==> config.mk <==
export PLATFORM = sky130hd
export DESIGN_NAME = shift_reg_univ
export DESIGN_NICKNAME = d
export VERILOG_FILES = /design/src/rtl/shift_reg_univ.sv
export SDC_FILE = /design/constraint.sdc
export NUM_CORES = 1
export LEC_CHECK = 0
export BUFFER_PORTS_ARGS = -buffer_cell sky130_fd_sc_hd__buf_2
export CELL_PAD_IN_SITES_DETAIL_PLACEMENT = 0
export CELL_PAD_IN_SITES_GLOBAL_PLACEMENT = 1
export CORE_MARGIN = 4
export CORE_UTILIZATION = 35
export CTS_CLUSTER_SIZE = 28
export DETAILED_ROUTE_END_ITERATION = 10
export GPL_TIMING_DRIVEN = 0
export PLACE_DENSITY = 0.76
export SLEW_MARGIN = 10
export SYNTH_ARGS = -nofsm -noshare
export SYNTH_HDL_FRONTEND = slang
export SYNTH_SLANG_ARGS = --single-unit
==> constraint.sdc <==
create_clock -name clk -period 4.15 [get_ports clk]
set_input_delay 0.83 -clock clk [delete_from_list [all_inputs] [get_ports clk]]
set_output_delay 0.83 -clock clk [all_outputs]
set_load 0.02 [all_outputs]
==> src/rtl/shift_reg_univ.sv <==
// shift_reg_univ: parametrised universal shift register (hold, shift right/left,
//   parallel load, synchronous clear) with a saturating fill counter.
// Latency: stage updates land one enabled clk edge after the request; sout is
//   combinational from the stages and mode only. No backpressure; en gates every update.
//
// Ports:
//   clk, rst        clock (rising edge), asynchronous active-high reset
//   en, clr         clock enable; synchronous clear (only acts when en=1)
//   mode            00 hold, 01 shift right, 10 shift left, 11 parallel load
//   sin, rot        serial input; rotate request
//   pin, pout       parallel in/out, stage i at [i*WIDTH +: WIDTH]
//   sout            stage DEPTH-1 in right mode, stage 0 otherwise
//   fill_cnt, full  number of valid stages (0..DEPTH); fill_cnt == DEPTH
//
// Build option: define SHIFT_ROTATE_EN so that rot=1 turns a shift into a rotate
// (the outgoing stage re-enters at the other end, fill_cnt untouched). Without
// the macro rot is ignored and shifts always take sin.

module shift_reg_univ #(
  parameter int WIDTH = 1,
  parameter int DEPTH = 4,
  localparam int CW = $clog2(DEPTH + 1)
) (
  input  logic                   clk,
  input  logic                   rst,
  input  logic                   en,
  input  logic                   clr,
  input  logic [1:0]             mode,
  input  logic [WIDTH-1:0]       sin,
  input  logic                   rot,
  input  logic [DEPTH*WIDTH-1:0] pin,
  output logic [DEPTH*WIDTH-1:0] pout,
  output logic [WIDTH-1:0]       sout,
  output logic [CW-1:0]          fill_cnt,
  output logic                   full
);

  localparam logic [1:0] MODE_HOLD  = 2'b00;
  localparam logic [1:0] MODE_RIGHT = 2'b01;
  localparam logic [1:0] MODE_LEFT  = 2'b10;
  localparam logic [1:0] MODE_LOAD  = 2'b11;

  localparam logic [CW-1:0] CNT_MAX = CW'(DEPTH);

  typedef logic [WIDTH-1:0] stage_t;

  // Packed so that element i occupies bits [i*WIDTH +: WIDTH], matching pin/pout.
  stage_t [DEPTH-1:0] stage_q, stage_d;
  logic   [CW-1:0]    cnt_q, cnt_d;
  logic   [CW-1:0]    cnt_inc;
  logic               rot_take;

`ifdef SHIFT_ROTATE_EN
  assign rot_take = rot;
`else
  // rot stays on the port so both builds share one interface.
  logic rot_unused;
  assign rot_unused = rot;
  assign rot_take   = 1'b0;
`endif

  // Saturating increment: the counter never wraps past DEPTH.
  assign cnt_inc = (cnt_q == CNT_MAX) ? cnt_q : cnt_q + CW'(1);

  always_comb begin
    stage_d = stage_q;
    cnt_d   = cnt_q;
    if (en) begin
      if (clr) begin
        stage_d = '0;
        cnt_d   = '0;
      end else begin
        case (mode)
          MODE_RIGHT: begin
            for (int i = 1; i < DEPTH; i++) begin
              stage_d[i] = stage_q[i-1];
            end
            stage_d[0] = rot_take ? stage_q[DEPTH-1] : sin;
            // A rotate brings no new data in, so the fill level stays put.
            if (!rot_take) cnt_d = cnt_inc;
          end
          MODE_LEFT: begin
            for (int i = 0; i < DEPTH - 1; i++) begin
              stage_d[i] = stage_q[i+1];
            end
            stage_d[DEPTH-1] = rot_take ? stage_q[0] : sin;
            if (!rot_take) cnt_d = cnt_inc;
          end
          MODE_LOAD: begin
            stage_d = pin;
            cnt_d   = CNT_MAX;
          end
          MODE_HOLD: begin
            stage_d = stage_q;
          end
          default: begin
            stage_d = stage_q;
          end
        endcase
      end
    end
  end

  always_ff @(posedge clk or posedge rst) begin
    if (rst) begin
      stage_q <= '0;
      cnt_q   <= '0;
    end else begin
      stage_q <= stage_d;
      cnt_q   <= cnt_d;
    end
  end

  assign pout     = stage_q;
  // Right mode drains from the top stage; every other mode presents stage 0.
  assign sout     = (mode == MODE_RIGHT) ? stage_q[DEPTH-1] : stage_q[0];
  assign fill_cnt = cnt_q;
  assign full     = (cnt_q == CNT_MAX);

endmodule
==> impl_metrics.py, run 1 <==
metrics = {
    "place": {
        "gp_routability_congestion": 0.768,
        "place_area_um2": 646,
        "portBuffers": 19,
        "place_inst": 92,
        "hpwl_um": 993,
    },
    "sta": {
        "slew_viol_final": 0,
        "tightest_slew_ns": 0.276,
        "final-setup-viol-count": 0,
        "min_period_over_period_pct": 59.6,
        "rsz0062_at_grt": "false",
        "period_minus_slack_ns": 2.47,
        "skew_ns": 0.000296,
        "holdWs_ns": 0.490,
        "hold_viol": 0,
        "fmax_mhz": 404,
        "finalSetupTns_ns": 0,
        "max_slew_margin_pct": 81.6,
    },
    "drt": {
        "drt-initial-drc-count": 1,
        "via_count": 502,
        "routed_wl_um": 1250,
        "dr.pass1.iters": 4,
        "routedWlPerCell_um": 13.0,
        "vias_per_cell": 5.23,
        "drtAntennaViolNets": 0,
        "drc": 0,
    },
    "synthesis": {
        "yosysWarnings": 0,
        "synth-async-reset-ratio_pct": 100,
        "syn_nets": 77,
        "netlist_area_um2": 532,
        "synth_top_area_share_pct": 32.9,
        "ys_ff_latch": 7,
        "syn_inst": 58,
        "synthDistinctLibCells": 22,
        "synth_edf_count": 0,
        "ys.flop_type": "dfrtp_1",
        "yosysTopAreaCell": "dfrtp_1",
        "syn_avg_cell_area_um2": 9.17,
        "synth_area_leaders": "dfrtp_1 (33%), ha_1 (16%), a22o_1 (6.6%)",
        "synth-seq-area-share_pct": 32.9,
    },
    "pwr": {
        "p_leak_nw": 0.349,
        "ir_drop_mv": 0.205,
        "p_per_area_nw_per_um2": 297,
    },
    "clock_network": {
        "ctsResizeCount": 0,
        "cts_made_buffers": 3,
        "hold_buffers": 0,
        "clk_pin_slew_ns": 0.06,
        "h-tree-depth": 1,
        "cts_root_buffer": "clkbuf_4",
        "clock_latency_ns": 0.26,
        "cts_tree": "done",
        "clock_sinks": 7,
        "post-cts-setup-buffers": 0,
        "cts_max_path_buffers": 2,
    },
    "floorplanning": {
        "ios": 21,
        "die_y_um": 47.0,
        "std_cell_rows": 13,
        "die_x_um": 47.0,
        "start_util_pct": 38.9,
        "die_area_um2": 2210,
        "core-area_um2": 1370,
    },
    "grt": {
        "grt_max_degree": 8,
        "grt_pass1_vias": 471,
        "grt_usage_pct": 13.4,
        "grt_antenna_before_repair": 0,
        "grt_pass1_wl_um": 1970,
        "grt_overflow": 0,
    },
    "critical_path": {
        "critPathBufInv": 3,
        "crit_chain": "buf_2 > inv_1 > ha_1 > mux2_1 > buf_2",
        "cp.arrival_ns": 1.64,
        "slowest_stage": "mux2_1",
        "cpPeakStageDelay_ns": 0.31,
        "cp.required_ns": 3.32,
        "startpoint_type": "input port",
        "path_class": "input port to output pin",
        "crit_family": "buffers and inverters",
        "critPathMaxFanout": 4,
        "crit_path_end_kind": "output pin",
        "path_common_cell": "buf_2",
    },
    "cells_and_area": {
        "final_common_cell": "buf_2",
        "final_cell_mix": "buf_2 (19), ha_1 (7), dfrtp_1 (7)",
        "final_util_pct": 49.2,
        "area_growth_pct": 26.4,
        "fill_cells": 153,
        "finalNonFillerCells": 96,
        "n_antenna_cell": 0,
        "final_cell_area_um2": 672,
        "fin_nets": 101,
        "layout-drive-gt1-share_pct": 30.9,
    },
    "status": {
        "status": "finished clean",
    },
    "min_path": {
        "hold_path_class": "input port to asynchronous set/reset pin",
    },
    "flow_run": {
        "max-cap-violations": 0,
    },
}
## power breakdown
part | switching [W] | internal, W
sequential | 0.00000602 | 0.0000738
clock | 0.0000279 | 0.0000369
combinational | 0.0000316 | 0.0000236
## area by class of cell
class / instances / area (um^2) / share of cell area (%)
clock buffer: 4 / 26.3 / 3.91
inverter: 7 / 26.3 / 3.91
multi-input combinational: 44 / 330 / 49.2
sequential: 7 / 175 / 26.1
tap: 15 / 18.8 / 2.79
timing repair buffer: 19 / 95.1 / 14.2
## routing by layer
layer	vias to the layer above	track usage [%]	wire length, um
met4	0	6.63	22
met2	19	20.3	583
met1	226	15.5	522
met3	2	6.90	119
met5	-	0	0
li1	255	-	-
## registers in the layout, summed over array words and instances, names as in the netlist
name,flops
pout,4
fill_cnt,3
## path summary, 6_finish.rpt
kind	startpoint	end	slack, ns	cells after the start
setup / recovery	mode[1]	sout	1.68	5
hold reg to reg	pout[0]	pout[0]	0.55	1
min in group clk	pout[0]	pout[0]	0.55	1
max in group asynchronous	rst	fill_cnt[2]	3.44	2
hold / removal	rst	pout[0]	0.49	2
setup reg to reg	fill_cnt[0]	fill_cnt[0]	2.65	5
## cell families after synthesis
kind of cell / share of synthesized area, %
buffers and inverters: 4.94
multiplexers: 2.12
AO/OA/AOI/OAI: 24.5
AND/OR/NAND/NOR: 19.1
flip-flops: 32.9
adder cells (fa/ha/maj): 16.5
## worst reg2reg max path: stages (launching register included)
cell and delay [ns]:
dfrtp_1 0.40, inv_1 0.06, ha_1 0.22, and3_4 0.16, or3_4 0.33, a31o_1 0.21
## stage by stage
stage                     total power, W  setup slack [ns]
after global placement          0.000137              1.69
after global routing            0.000213              1.61
final                           0.000200              1.68
after floorplan                 0.000116              1.89
after CTS                       0.000204              1.67
after detailed placement        0.000137              1.67
## Yosys cell counts (2+ instances only)
master     number
dfrtp_1         7
ha_1            7
inv_1           6
a21oi_1         4
a22o_1          4
nor2_1          4
nand2_1         3
nand2b_1        3
o21ai_0         3
a31o_1          2
nor4_1          2
o21ai_1         2
o2bb2ai_1       2
Power figures use the tool's default switching activity.
==> run 2, diff against run 1 <==
--- a/config.mk
+++ b/config.mk
@@ -9,11 +9,11 @@
 export CELL_PAD_IN_SITES_DETAIL_PLACEMENT = 0
 export CELL_PAD_IN_SITES_GLOBAL_PLACEMENT = 1
 export CORE_MARGIN = 4
-export CORE_UTILIZATION = 35
+export CORE_UTILIZATION = 30
 export CTS_CLUSTER_SIZE = 28
 export DETAILED_ROUTE_END_ITERATION = 10
 export GPL_TIMING_DRIVEN = 0
-export PLACE_DENSITY = 0.76
+export PLACE_DENSITY = 0.69
 export SLEW_MARGIN = 10
 export SYNTH_ARGS = -nofsm -noshare
 export SYNTH_HDL_FRONTEND = slang
==> constraint.sdc (replaced) <==
create_clock -name clk -period 2.1 [get_ports clk]
set_input_delay 0.42 -clock clk [delete_from_list [all_inputs] [get_ports clk]]
set_output_delay 0.42 -clock clk [all_outputs]
set_load 0.02 [all_outputs]
==> impl_metrics.py, run 2 (same netlist as run 1, synthesis figures left out) <==
metrics = {
    "status": {
        "status": "finished clean",
    },
    "grt": {
        "grt_usage_pct": 10.3,
        "grt_overflow": 0,
        "grt_pass1_wl_um": 1900,
        "grt_antenna_before_repair": 0,
        "grt_max_degree": 8,
        "grt_pass1_vias": 478,
    },
    "pwr": {
        "power.share.switching_pct": 31.8,
        "combinationalPowerShare_pct": 27.9,
        "pwr-share-seq_pct": 40.9,
        "clkPwrFrac_pct": 31.2,
        "ir_drop_mv": 0.236,
        "p_per_area_nw_per_um2": 568,
        "p_sw_w": 0.000123,
        "internal_power_w": 0.000265,
        "p_leak_nw": 0.349,
    },
    "floorplanning": {
        "start_util_pct": 33.4,
        "core-area_um2": 1590,
        "die_y_um": 50.1,
        "die_area_um2": 2510,
        "ios": 21,
        "die_x_um": 50.1,
        "std_cell_rows": 14,
    },
    "place": {
        "hpwl_um": 974,
        "gp_routability_congestion": 0.753,
        "portBuffers": 19,
    },
    "drt": {
        "drtAntennaViolNets": 0,
        "routed_wl_um": 1170,
        "vias_per_cell": 4.86,
        "routedWlPerCell_um": 11.1,
        "dr.pass1.iters": 4,
        "via_count": 510,
        "drc": 0,
        "drt-initial-drc-count": 5,
    },
    "sta": {
        "slew_viol_final": 0,
        "period_minus_slack_ns": 1.66,
        "rsz0062_at_grt": "false",
        "final-setup-viol-count": 0,
        "max_slew_margin_pct": 78.4,
        "hold_viol": 0,
        "min_period_over_period_pct": 79.2,
        "tightest_slew_ns": 0.320,
        "finalSetupTns_ns": 0,
        "skew_ns": 0.000170,
        "fmax_mhz": 601,
    },
    "clock_network": {
        "ctsResizeCount": 0,
        "cts_made_buffers": 3,
        "clk_pin_slew_ns": 0.05,
        "h-tree-depth": 1,
        "cts_root_buffer": "clkbuf_4",
        "clock_latency_ns": 0.25,
        "cts_max_path_buffers": 2,
        "clock_sinks": 7,
        "cts_tree": "done",
        "hold_buffers": 0,
        "post-cts-setup-buffers": 0,
    },
    "critical_path": {
        "crit_chain": "inv_1 > ha_1 > and2_1 > buf_2",
        "cp.arrival_ns": 1.24,
        "crit_family": "flip-flops",
        "startpoint_type": "register",
        "critPathMaxFanout": 5,
        "cp.required_ns": 1.68,
        "cpPeakStageDelay_ns": 0.42,
        "critPathBufInv": 2,
        "slowest_stage": "dfrtp_1",
        "r2r_slack_ns": 0.60,
        "crit_path_end_kind": "output pin",
        "reg2reg_depth": 5,
        "crit_cells": 4,
        "path_class": "register to output pin",
    },
    "cells_and_area": {
        "final_common_cell": "buf_2",
        "largest_reg_flops": 4,
        "area_growth_pct": 28.5,
        "final_util_pct": 42.9,
        "final_cell_mix": "buf_2 (19), ha_1 (7), dfrtp_1 (7)",
        "fill_cells": 173,
        "n_antenna_cell": 0,
        "layout-drive-gt1-share_pct": 30.9,
        "fin_nets": 101,
    },
    "flow_run": {
        "max-cap-violations": 0,
    },
    "min_path": {
        "hold_path_class": "input port to asynchronous set/reset pin",
    },
}
-- run 2: final timing paths --
kind	startpoint	end
min	rst	fill_cnt[0]
min reg2reg	pout[0]	pout[0]
max in group asynchronous	rst	pout[0]
min in group clk	sin	pout[0]
max	fill_cnt[0]	full
max reg2reg	fill_cnt[0]	fill_cnt[1]
-- run 2: per-layer routing --
| metal | GRT usage [%] | share of wire [%] |
|---|---|---|
| met4 | 5.53 | 2.3 |
| met5 | 0 | 0 |
| met2 | 17.4 | 48 |
| met1 | 10.4 | 42 |
| met3 | 5.12 | 6.9 |
-- run 2: metrics by stage --
stage               cell area [um^2]  std cells  hold WS (ns)  worst slack (ns)  total power, W
floorplan                        532         58         0.223             0.516        0.000230
global placement                 657        101         0.361             0.327        0.000271
detailed placement               657        101         0.363             0.321        0.000270
CTS                              683        105        0.0859             0.421        0.000395
global route                     683        105        0.0975             0.363        0.000415
finish                           683        105        0.0839             0.437        0.000388
-- run 2: area by class of cell --
type	count	area (um^2)	area share, %
Clock buffer	4	26.3	3.85
Tap cell	24	30.0	4.40
Multi-Input combinational cell	44	330	48.4
Timing Repair Buffer	19	95.1	13.9
Sequential cell	7	175	25.6
Inverter	7	26.3	3.85
-- run 2: power by group through the flow --
stage / logic (W) / clock network (W) / registers [W]
after floorplan: 0.0000587 / 0 / 0.000172
after global placement: 0.000110 / 0 / 0.000161
after detailed placement: 0.000109 / 0 / 0.000161
after CTS: 0.000110 / 0.000127 / 0.000158
after global routing: 0.000122 / 0.000132 / 0.000161
final: 0.000108 / 0.000121 / 0.000159
==> run 3, diff against run 2 <==
--- a/config.mk
+++ b/config.mk
@@ -5,15 +5,16 @@
 export SDC_FILE = /design/constraint.sdc
 export NUM_CORES = 1
 export LEC_CHECK = 0
+export ABC_AREA = 1
 export BUFFER_PORTS_ARGS = -buffer_cell sky130_fd_sc_hd__buf_2
 export CELL_PAD_IN_SITES_DETAIL_PLACEMENT = 0
 export CELL_PAD_IN_SITES_GLOBAL_PLACEMENT = 1
 export CORE_MARGIN = 4
-export CORE_UTILIZATION = 30
+export CORE_UTILIZATION = 31
 export CTS_CLUSTER_SIZE = 28
 export DETAILED_ROUTE_END_ITERATION = 10
 export GPL_TIMING_DRIVEN = 0
-export PLACE_DENSITY = 0.69
+export PLACE_DENSITY = 0.72
 export SLEW_MARGIN = 10
 export SYNTH_ARGS = -nofsm -noshare
 export SYNTH_HDL_FRONTEND = slang
==> constraint.sdc (replaced) <==
create_clock -name clk -period 1.6 [get_ports clk]
set_input_delay 0.32 -clock clk [delete_from_list [all_inputs] [get_ports clk]]
set_output_delay 0.32 -clock clk [all_outputs]
set_load 0.02 [all_outputs]
==> impl_metrics.py, run 3 <==
metrics = {
    "critical_path": {
        "startpoint_type": "register",
        "critPathMaxFanout": 4,
        "crit_path_end_kind": "output pin",
        "r2r_slack_ns": 0.40,
        "path_class": "register to output pin",
        "slowest_stage": "dfrtp_1",
        "cp.arrival_ns": 1.17,
        "path_common_cell": "inv_1",
        "cp.required_ns": 1.28,
        "cpPeakStageDelay_ns": 0.40,
        "crit_chain": "inv_1 > ha_1 > nand2_1 > inv_1 > buf_2",
    },
    "grt": {
        "grt_antenna_before_repair": 0,
        "grt_pass1_vias": 477,
        "grt_overflow": 0,
        "grt_pass1_wl_um": 2050,
        "grt_max_degree": 8,
        "grt_usage_pct": 10.9,
    },
    "clock_network": {
        "cts_made_buffers": 3,
        "ctsResizeCount": 0,
        "clk_pin_slew_ns": 0.06,
        "clock_sinks": 7,
        "clock_latency_ns": 0.25,
        "cts_tree": "done",
        "h-tree-depth": 1,
        "cts_root_buffer": "clkbuf_4",
        "cts_max_path_buffers": 2,
    },
    "place": {
        "portBuffers": 19,
        "hpwl_um": 963,
        "gp_routability_congestion": 0.771,
        "place_area_um2": 651,
    },
    "synthesis": {
        "syn_avg_cell_area_um2": 7.05,
        "syn_nets": 95,
        "ys.flop_type": "dfrtp_1",
        "ys_ff_latch": 7,
        "yosysTopAreaCell": "dfrtp_1",
        "synth_edf_count": 0,
        "ys_top_cells_by_count": "nand2_1 (32), inv_1 (11), nand3_1 (8), dfrtp_1 (7), ha_1 (7)",
        "syn_inst": 76,
        "yosysMostFrequentCell": "nand2_1",
        "synth_area_leaders": "dfrtp_1 (33%), nand2_1 (22%), ha_1 (16%)",
        "yosysWarnings": 0,
        "netlist_area_um2": 536,
        "synthDistinctLibCells": 13,
        "synth-seq-area-share_pct": 32.7,
        "synth-async-reset-ratio_pct": 100,
        "synth_top_area_share_pct": 32.7,
    },
    "cells_and_area": {
        "layout-drive-gt1-share_pct": 28.0,
        "n_antenna_cell": 0,
        "fill_cells": 170,
        "fin_nets": 120,
        "final_cell_mix": "nand2_1 (32), buf_2 (19), inv_1 (11)",
        "final_cell_area_um2": 687,
        "largest_reg_flops": 4,
        "final_common_cell": "nand2_1",
        "area_growth_pct": 28.3,
        "final_util_pct": 43.6,
    },
    "flow_run": {
        "max-cap-violations": 0,
    },
    "drt": {
        "vias_per_cell": 4.67,
        "dr.pass1.iters": 6,
        "drtAntennaViolNets": 0,
        "drt-initial-drc-count": 11,
        "routedWlPerCell_um": 10.5,
        "routed_wl_um": 1220,
        "via_count": 542,
        "drc": 0,
    },
    "sta": {
        "max_slew_margin_pct": 81.8,
        "slew_viol_final": 0,
        "skew_ns": 0.000175,
        "finalSetupTns_ns": 0,
        "hold_viol": 0,
        "holdWs_ns": 0.375,
        "fmax_mhz": 673,
        "min_period_over_period_pct": 92.9,
        "period_minus_slack_ns": 1.49,
        "final-setup-viol-count": 0,
        "rsz0062_at_grt": "false",
        "tightest_slew_ns": 0.272,
    },
    "pwr": {
        "p_per_area_nw_per_um2": 830,
        "ir_drop_mv": 0.225,
        "p_leak_nw": 0.411,
    },
    "floorplanning": {
        "die_x_um": 49.6,
        "die_area_um2": 2460,
        "ios": 21,
        "die_y_um": 49.6,
        "std_cell_rows": 14,
        "start_util_pct": 34.0,
        "core-area_um2": 1580,
    },
    "status": {
        "status": "finished clean",
    },
    "min_path": {
        "hold_path_class": "input port to register",
    },
}
## run 3: area by class of cell
type | count | area, um^2 | share of cell area (%)
inverters | 12 | 45.0 | 6.56
clock buffers | 4 | 26.3 | 3.83
flip-flops and latches | 7 | 175 | 25.5
repair buffers | 20 | 105 | 15.3
multi-input cells | 57 | 315 | 45.9
well taps | 16 | 20.0 | 2.91
## run 3: worst paths after layout
check,startpoint,end,cells past startpoint
worst max register to register,fill_cnt[0],fill_cnt[0],8
worst max-delay path,fill_cnt[0],full,5
min in group asynchronous,rst,pout[2],3
worst min register to register,pout[1],pout[1],2
max in group asynchronous,rst,fill_cnt[0],3
worst min-delay path,sin,pout[0],5
## run 3: power breakdown
group / switching (W) / leakage, nW / total, W / internal (W)
clock network: 0.0000696 / 0.0150 / 0.000165 / 0.0000955
logic: 0.000113 / 0.303 / 0.000183 / 0.0000700
registers: 0.0000235 / 0.0935 / 0.000222 / 0.000199
## run 3: cells by family (layout without fill, tap and decap cells)
group	after synthesis	in the layout	share of synthesized area (%)
AOI/OAI and AO/OA	3	3	2.80
and+or+nand+nor	46	46	37.6
buffers and inverters	12	36	8.41
DFF	7	7	32.7
muxes	1	1	2.10
adders and majority gates	7	7	16.4
## run 3: metrics by stage
step                      std cells  total power (W)  setup slack (ns)
after floorplan                  76         0.000342             0.267
after global placement          111         0.000408             0.146
after detailed placement        111         0.000409             0.131
after CTS                       116         0.000575             0.108
after global routing            116         0.000618            0.0486
final                           116         0.000570             0.114
## run 3: repair_timing
item | in CTS | in global routing
buffers inserted | 0 | 0
hold endpoints to repair | 4 | 0
hold buffers | 1 | 0
## run 3: per-layer routing
layer / wire length (um) / part of all wire (%) / up-vias / GRT usage, %
li1: - / - / 282 / -
met1: 631 / 52 / 241 / 16.3
met2: 540 / 44 / 19 / 14.1
met3: 50 / 4.1 / 0 / 0.904
met4: 0 / 0 / 0 / 8.29
met5: 0 / 0 / - / 0
## run 3: critical path: cells and delay by family, from the launching register on
family | cells | cell delay (ns)
buf+inv | 3 | 0.31
flops | 1 | 0.40
fa+ha+maj | 1 | 0.15
simple gates | 1 | 0.05
